**src/rtl/m_axi_reg.sv**
```systemverilog
// Single-outstanding, single-beat AXI initiator that turns one register command into one AXI transaction.
// All interface outputs are registers owned by one FSM; IDs are the constant TXN_ID.
module m_axi_reg #(
    parameter logic [3:0] TXN_ID = 4'h0
) (
    input  logic        clk,
    input  logic        areset,

    input  logic        cmd_valid_i,
    output logic        cmd_ready_o,
    input  logic        cmd_write_i,
    input  logic [31:0] cmd_addr_i,
    input  logic [31:0] cmd_wdata_i,
    input  logic [3:0]  cmd_wstrb_i,

    output logic        rsp_valid_o,
    input  logic        rsp_ready_i,
    output logic        rsp_write_o,
    output logic [31:0] rsp_rdata_o,
    output logic [1:0]  rsp_resp_o,

    output logic [3:0]  awid_o,
    output logic [31:0] awaddr_o,
    output logic        awvalid_o,
    input  logic        awready_i,

    output logic [3:0]  wid_o,
    output logic [31:0] wdata_o,
    output logic [3:0]  wstrb_o,
    output logic        wlast_o,
    output logic        wvalid_o,
    input  logic        wready_i,

    input  logic [3:0]  bid_i,
    input  logic [1:0]  bresp_i,
    input  logic        bvalid_i,
    output logic        bready_o,

    output logic [3:0]  arid_o,
    output logic [31:0] araddr_o,
    output logic        arvalid_o,
    input  logic        arready_i,

    input  logic [3:0]  rid_i,
    input  logic [31:0] rdata_i,
    input  logic [1:0]  rresp_i,
    input  logic        rlast_i,
    input  logic        rvalid_i,
    output logic        rready_o
);

    typedef enum logic [2:0] {
        IDLE    = 3'd0,
        WR_REQ  = 3'd1,
        WR_RESP = 3'd2,
        RD_REQ  = 3'd3,
        RD_RESP = 3'd4,
        DONE    = 3'd5
    } state_t;

    localparam logic [1:0] RESP_SLVERR = 2'b10;

    state_t      r_state;
    logic        r_cmd_ready;
    logic        r_write;
    logic [31:0] r_addr;
    logic [31:0] r_wdata;
    logic [3:0]  r_wstrb;
    logic        r_awvalid;
    logic        r_wvalid;
    logic        r_bready;
    logic        r_arvalid;
    logic        r_rready;
    logic        r_rsp_valid;
    logic        r_rsp_write;
    logic [31:0] r_rsp_rdata;
    logic [1:0]  r_rsp_resp;

    logic        w_aw_clear;
    logic        w_w_clear;
    logic [1:0]  w_b_code;
    logic [1:0]  w_r_code;

    // A malformed response (wrong ID or missing last) overrides whatever code the slave sent.
    function automatic logic [1:0] f_resp_code(input logic id_ok, input logic last_ok,
                                               input logic [1:0] resp);
        logic [1:0] code;
        if (id_ok && last_ok) begin
            code = resp;
        end else begin
            code = RESP_SLVERR;
        end
        return code;
    endfunction

    // Write-request completion per channel and the response codes that would be captured.
    always_comb begin
        w_aw_clear = 1'b0;
        w_w_clear  = 1'b0;
        w_b_code   = 2'b00;
        w_r_code   = 2'b00;
        if (r_awvalid) begin
            w_aw_clear = awready_i;
        end else begin
            w_aw_clear = 1'b1;
        end
        if (r_wvalid) begin
            w_w_clear = wready_i;
        end else begin
            w_w_clear = 1'b1;
        end
        w_b_code = f_resp_code(bid_i == TXN_ID, 1'b1, bresp_i);
        w_r_code = f_resp_code(rid_i == TXN_ID, rlast_i, rresp_i);
    end

    // Transaction FSM; every interface output is registered here.
    always_ff @(posedge clk or negedge areset) begin
        if (!areset) begin
            r_state     <= IDLE;
            r_cmd_ready <= 1'b0;
            r_write     <= 1'b0;
            r_addr      <= 32'h0000_0000;
            r_wdata     <= 32'h0000_0000;
            r_wstrb     <= 4'h0;
            r_awvalid   <= 1'b0;
            r_wvalid    <= 1'b0;
            r_bready    <= 1'b0;
            r_arvalid   <= 1'b0;
            r_rready    <= 1'b0;
            r_rsp_valid <= 1'b0;
            r_rsp_write <= 1'b0;
            r_rsp_rdata <= 32'h0000_0000;
            r_rsp_resp  <= 2'b00;
        end else begin
            case (r_state)
                IDLE: begin
                    if (r_cmd_ready && cmd_valid_i) begin
                        r_cmd_ready <= 1'b0;
                        r_write     <= cmd_write_i;
                        r_addr      <= cmd_addr_i;
                        r_wdata     <= cmd_wdata_i;
                        r_wstrb     <= cmd_wstrb_i;
                        if (cmd_write_i) begin
                            r_awvalid <= 1'b1;
                            r_wvalid  <= 1'b1;
                            r_state   <= WR_REQ;
                        end else begin
                            r_arvalid <= 1'b1;
                            r_state   <= RD_REQ;
                        end
                    end else begin
                        r_cmd_ready <= 1'b1;
                    end
                end
                WR_REQ: begin
                    // AW and W retire independently; leave once neither is still pending.
                    if (w_aw_clear) begin
                        r_awvalid <= 1'b0;
                    end
                    if (w_w_clear) begin
                        r_wvalid <= 1'b0;
                    end
                    if (w_aw_clear && w_w_clear) begin
                        r_bready <= 1'b1;
                        r_state  <= WR_RESP;
                    end
                end
                WR_RESP: begin
                    if (bvalid_i) begin
                        r_bready    <= 1'b0;
                        r_rsp_valid <= 1'b1;
                        r_rsp_write <= r_write;
                        r_rsp_rdata <= 32'h0000_0000;
                        r_rsp_resp  <= w_b_code;
                        r_state     <= DONE;
                    end
                end
                RD_REQ: begin
                    if (arready_i) begin
                        r_arvalid <= 1'b0;
                        r_rready  <= 1'b1;
                        r_state   <= RD_RESP;
                    end
                end
                RD_RESP: begin
                    if (rvalid_i) begin
                        r_rready    <= 1'b0;
                        r_rsp_valid <= 1'b1;
                        r_rsp_write <= r_write;
                        r_rsp_rdata <= rdata_i;
                        r_rsp_resp  <= w_r_code;
                        r_state     <= DONE;
                    end
                end
                DONE: begin
                    // Ready is raised on the way out so IDLE can accept in its first cycle.
                    if (rsp_ready_i) begin
                        r_rsp_valid <= 1'b0;
                        r_cmd_ready <= 1'b1;
                        r_state     <= IDLE;
                    end
                end
                default: begin
                    r_state     <= IDLE;
                    r_cmd_ready <= 1'b0;
                    r_awvalid   <= 1'b0;
                    r_wvalid    <= 1'b0;
                    r_bready    <= 1'b0;
                    r_arvalid   <= 1'b0;
                    r_rready    <= 1'b0;
                    r_rsp_valid <= 1'b0;
                end
            endcase
        end
    end

    assign cmd_ready_o = r_cmd_ready;

    assign rsp_valid_o = r_rsp_valid;
    assign rsp_write_o = r_rsp_write;
    assign rsp_rdata_o = r_rsp_rdata;
    assign rsp_resp_o  = r_rsp_resp;

    assign awid_o    = TXN_ID;
    assign awaddr_o  = r_addr;
    assign awvalid_o = r_awvalid;

    assign wid_o    = TXN_ID;
    assign wdata_o  = r_wdata;
    assign wstrb_o  = r_wstrb;
    assign wlast_o  = r_wvalid;
    assign wvalid_o = r_wvalid;

    assign bready_o = r_bready;

    assign arid_o    = TXN_ID;
    assign araddr_o  = r_addr;
    assign arvalid_o = r_arvalid;

    assign rready_o = r_rready;

endmodule

```
**config.mk**
```make
export PLATFORM = sky130hd
export DESIGN_NAME = m_axi_reg
export DESIGN_NICKNAME = d
export VERILOG_FILES = /design/src/rtl/m_axi_reg.sv
export SDC_FILE = /design/constraint.sdc
export NUM_CORES = 1
export LEC_CHECK = 0
export CORE_MARGIN = 2
export CORE_UTILIZATION = 39
export CTS_CLUSTER_SIZE = 10
export DETAILED_ROUTE_END_ITERATION = 10
export GPL_TIMING_DRIVEN = 1
export HOLD_SLACK_MARGIN = 0.02
export PLACE_DENSITY_LB_ADDON = 0.08
export SLEW_MARGIN = 10
export SYNTH_ARGS = -nofsm -noshare
export SYNTH_HDL_FRONTEND = slang
export SYNTH_SLANG_ARGS = --single-unit
```
**constraint.sdc**
```tcl
create_clock -name clk -period 2.5 [get_ports clk]
set_input_delay 0.75 -clock clk [delete_from_list [all_inputs] [get_ports clk]]
set_output_delay 0.75 -clock clk [all_outputs]
set_load 0.05 [all_outputs]
```
==> results of run 1 <==
==> final cells by class <==
class                      instances  area, µm²
timing repair buffer             274       2780
multi-input combinational        208       1580
fill                            1031       4550
inverter                          40        150
clock buffer                      25        485
clock inverter                     1       5.00
tap                              172        215
sequential                       114       2850
==> registers in the layout, indices dropped and copies added (netlist names) <==
register / flops
araddr_o: 32
arvalid_o: 1
awvalid_o: 1
bready_o: 1
cmd_ready_o: 1
r_state: 3
r_write: 1
rready_o: 1
rsp_rdata_o: 32
rsp_resp_o: 2
rsp_valid_o: 1
rsp_write_o: 1
wdata_o: 32
wlast_o: 1
wstrb_o: 4
==> cells in the final DEF, fill, tap and decap left out, types with 2 or more instances in the layout <==
master           count
a21oi_1              7
o2bb2ai_1            2
nor2b_1              3
nand2_1              4
inv_1               40
o21ai_1             10
o21ai_0             28
clkbuf_8             3
clkbuf_1             5
nand3_1             36
clkdlybuf4s50_1    264
o31ai_1              4
nor3b_1              2
dfrtp_1            114
or3b_1               2
clkbuf_16           17
a22o_1               2
buf_12               5
mux2_1               7
a31oi_1              5
conb_1              12
a32o_1               2
nor2_1               3
a22oi_1              2
nand3b_1             2
buf_4                5
mux2_2              62
nor3_1               2
==> per-stage QoR <==
stage / util / hold WS, ns / setup WS (ns)
2_1_floorplan: - / 0.454 / 0.512
3_3_place_gp: 0.601 / 0.487 / 0.102
3_5_place_dp: 0.601 / 0.494 / 0.0781
4_1_cts: 0.640 / 0.457 / 0.0710
5_1_grt: 0.640 / 0.471 / 0.0544
6_report: 0.640 / 0.367 / 0.101
==> cells by family after synthesis <==
kind of cell / Yosys count / synth area share
AND/OR/NAND/NOR: 59 / 0.0664
multiplexers: 70 / 0.157
flip-flops: 114 / 0.565
buffers and inverters: 108 / 0.131
other: 1 / 0.000743
AO/OA/AOI/OAI: 67 / 0.0803
==> how the worst max path moves through the flow <==
| stage | cells past startpoint | slack (ns) | end | start |
|---|---|---|---|---|
| after global routing | 1 | 0.05 | cmd_ready_o | cmd_ready_o |
| after CTS | 1 | 0.07 | cmd_ready_o | cmd_ready_o |
| after floorplan | 4 | 0.51 | araddr_o[0] | cmd_ready_o |
| after global placement | 6 | 0.10 | wdata_o[0] | cmd_valid_i |
| final | 1 | 0.10 | cmd_ready_o | cmd_ready_o |
| after detailed placement | 6 | 0.08 | araddr_o[17] | cmd_valid_i |
==> synthesized netlist by cell type, types with 2 or more instances <==
cell type / count / area (µm²)
o2bb2ai_1: 2 / 17.5
a22o_1: 2 / 17.5
nor2_1: 3 / 11.3
buf_2: 2 / 10.0
nor3_1: 2 / 10.0
o31ai_1: 4 / 30.0
dfrtp_1: 114 / 2850
mux2_1: 7 / 78.8
buf_1: 3 / 11.3
o21ai_1: 10 / 50.1
o21ai_0: 28 / 140
a21oi_1: 7 / 35.0
a31oi_1: 5 / 31.3
nand2_1: 4 / 15.0
buf_6: 10 / 113
a32o_1: 2 / 20.0
nor3b_1: 2 / 15.0
clkbuf_1: 6 / 22.5
or3b_1: 2 / 17.5
nor2b_1: 3 / 18.8
a22oi_1: 2 / 15.0
mux2_2: 62 / 698
nand3_1: 36 / 180
nand3b_1: 2 / 15.0
inv_1: 40 / 150
buf_4: 47 / 353
==> per-layer routing <==
metal	track usage	wire [µm]	vias up	share of wire
li1	-	-	1861	-
met1	0.223	5220	1902	0.38
met2	0.345	6910	206	0.51
met3	0.0698	1130	22	0.083
met4	0.0926	342	0	0.025
met5	0	0	-	0
==> flow_summary.yaml, run 1 <==
status:
  status: "complete, no violations"
detailed_routing:
  vias_per_cell: 4.79
  drc: 0
  first_pass_iters: 4
  drt-initial-drc-count: 216
  ant_nets: 0
  drt-total-wl_um: 13600
  post_drt_wl_per_cell_um: 16.3
  vias: 3991
cts:
  worstSkewPairLatency_ns: 0.40
  cts_resized: 0
  cts_tree: "yes"
  h-tree-depth: 4
  numClockSinks: 114
  clk_pin_slew_worst_paths_ns: 0.05
  cts.path.max_buffers: 2
  postCtsHoldBufs: 0
  cts_made_buffers: 17
  cts-root-buf: "clkbuf_16"
  post_cts_buffers: 0
timing:
  period_needed_ns: 2.40
  max_slew_margin: 0.549
  finalClockSkew_ns: 0.00779
  worstMarginPinSlew_ns: 0.676
  finalCritPeriodShare: 0.960
  fin_tns_setup_ns: 0
  finalHoldViolations: 0
  rsz0062_at_grt: "no"
  final_max_slew_viol_count: 0
  setup_violations: 0
  fmax_mhz: 417
logic_synthesis:
  ys_ff_latch: 114
  synthFlopType: "dfrtp_1"
  yosysSeqAreaShare: 0.565
  syn-instance-count: 419
  synth-edff-count: 0
  syn_area_um2: 5050
  async_reset_ff_frac: 1.00
  syn_area_per_cell_um2: 12.0
  yosysWarnings: 0
  synth.distinct_cells: 38
placement:
  place_area_um2: 7580
  dp_hpwl_um: 10000
  place.gp.congestion: 0.766
  placed_cells: 808
  port_buffers: 265
global_routing:
  gr-usage-all-layers: 0.201
  grt_first_pass_wirelength_um: 21700
  grt_pass1_vias: 4026
  antenna_found_initial: 0
  grt_start_max_net_pins: 115
  grt_overflow: 0
die:
  core_um2: 12600
  rows: 41
  die-area_um2: 13900
  die-width_um: 118
  start_util: 0.400
  die_y_um: 118
  ios: 278
setup_path:
  path_buf_inv: 1
  worst_setup_path_start_kind: "flip-flop"
  arrival_ns: 1.65
  cp_data_required_time_ns: 1.75
  cp-end-kind: "output port"
  timing.rr.start: "r_state[1]"
  path_max_fanout: 5
  reg2reg_depth: 5
  path_cells: "clkdlybuf4s50_1"
  timing.rr.end: "rsp_rdata_o[15]"
  critPathMaxStageDelay_ns: 0.84
  slowest_stage: "clkdlybuf4s50_1"
  path_class: "flip-flop to output port"
  cp_top_family: "buffers and inverters"
  ff2ff_setup_slack_ns: 0.59
layout:
  antenna_cells: 0
  syn_to_final_growth_pct: 59.9
  finish.net_count: 778
  fin_area_um2: 8070
  drive_above_1_share: 0.148
  final_cells: 834
min_path:
  min_path_type: "primary input to async pin"
flow_run:
  maxCapViolCount: 0
Power of run 1 is not shown: default switching activity piles up to over one toggle a cycle in this logic, so the estimate is an artifact.
==> run 2, diff against run 1 <==
SETUP_SLACK_MARGIN = 0.02   (was default)
==> results of run 2 <==
The final DEF is identical to that of run 1; final timing and power are the same.
Power of run 2 is left out for the same reason.
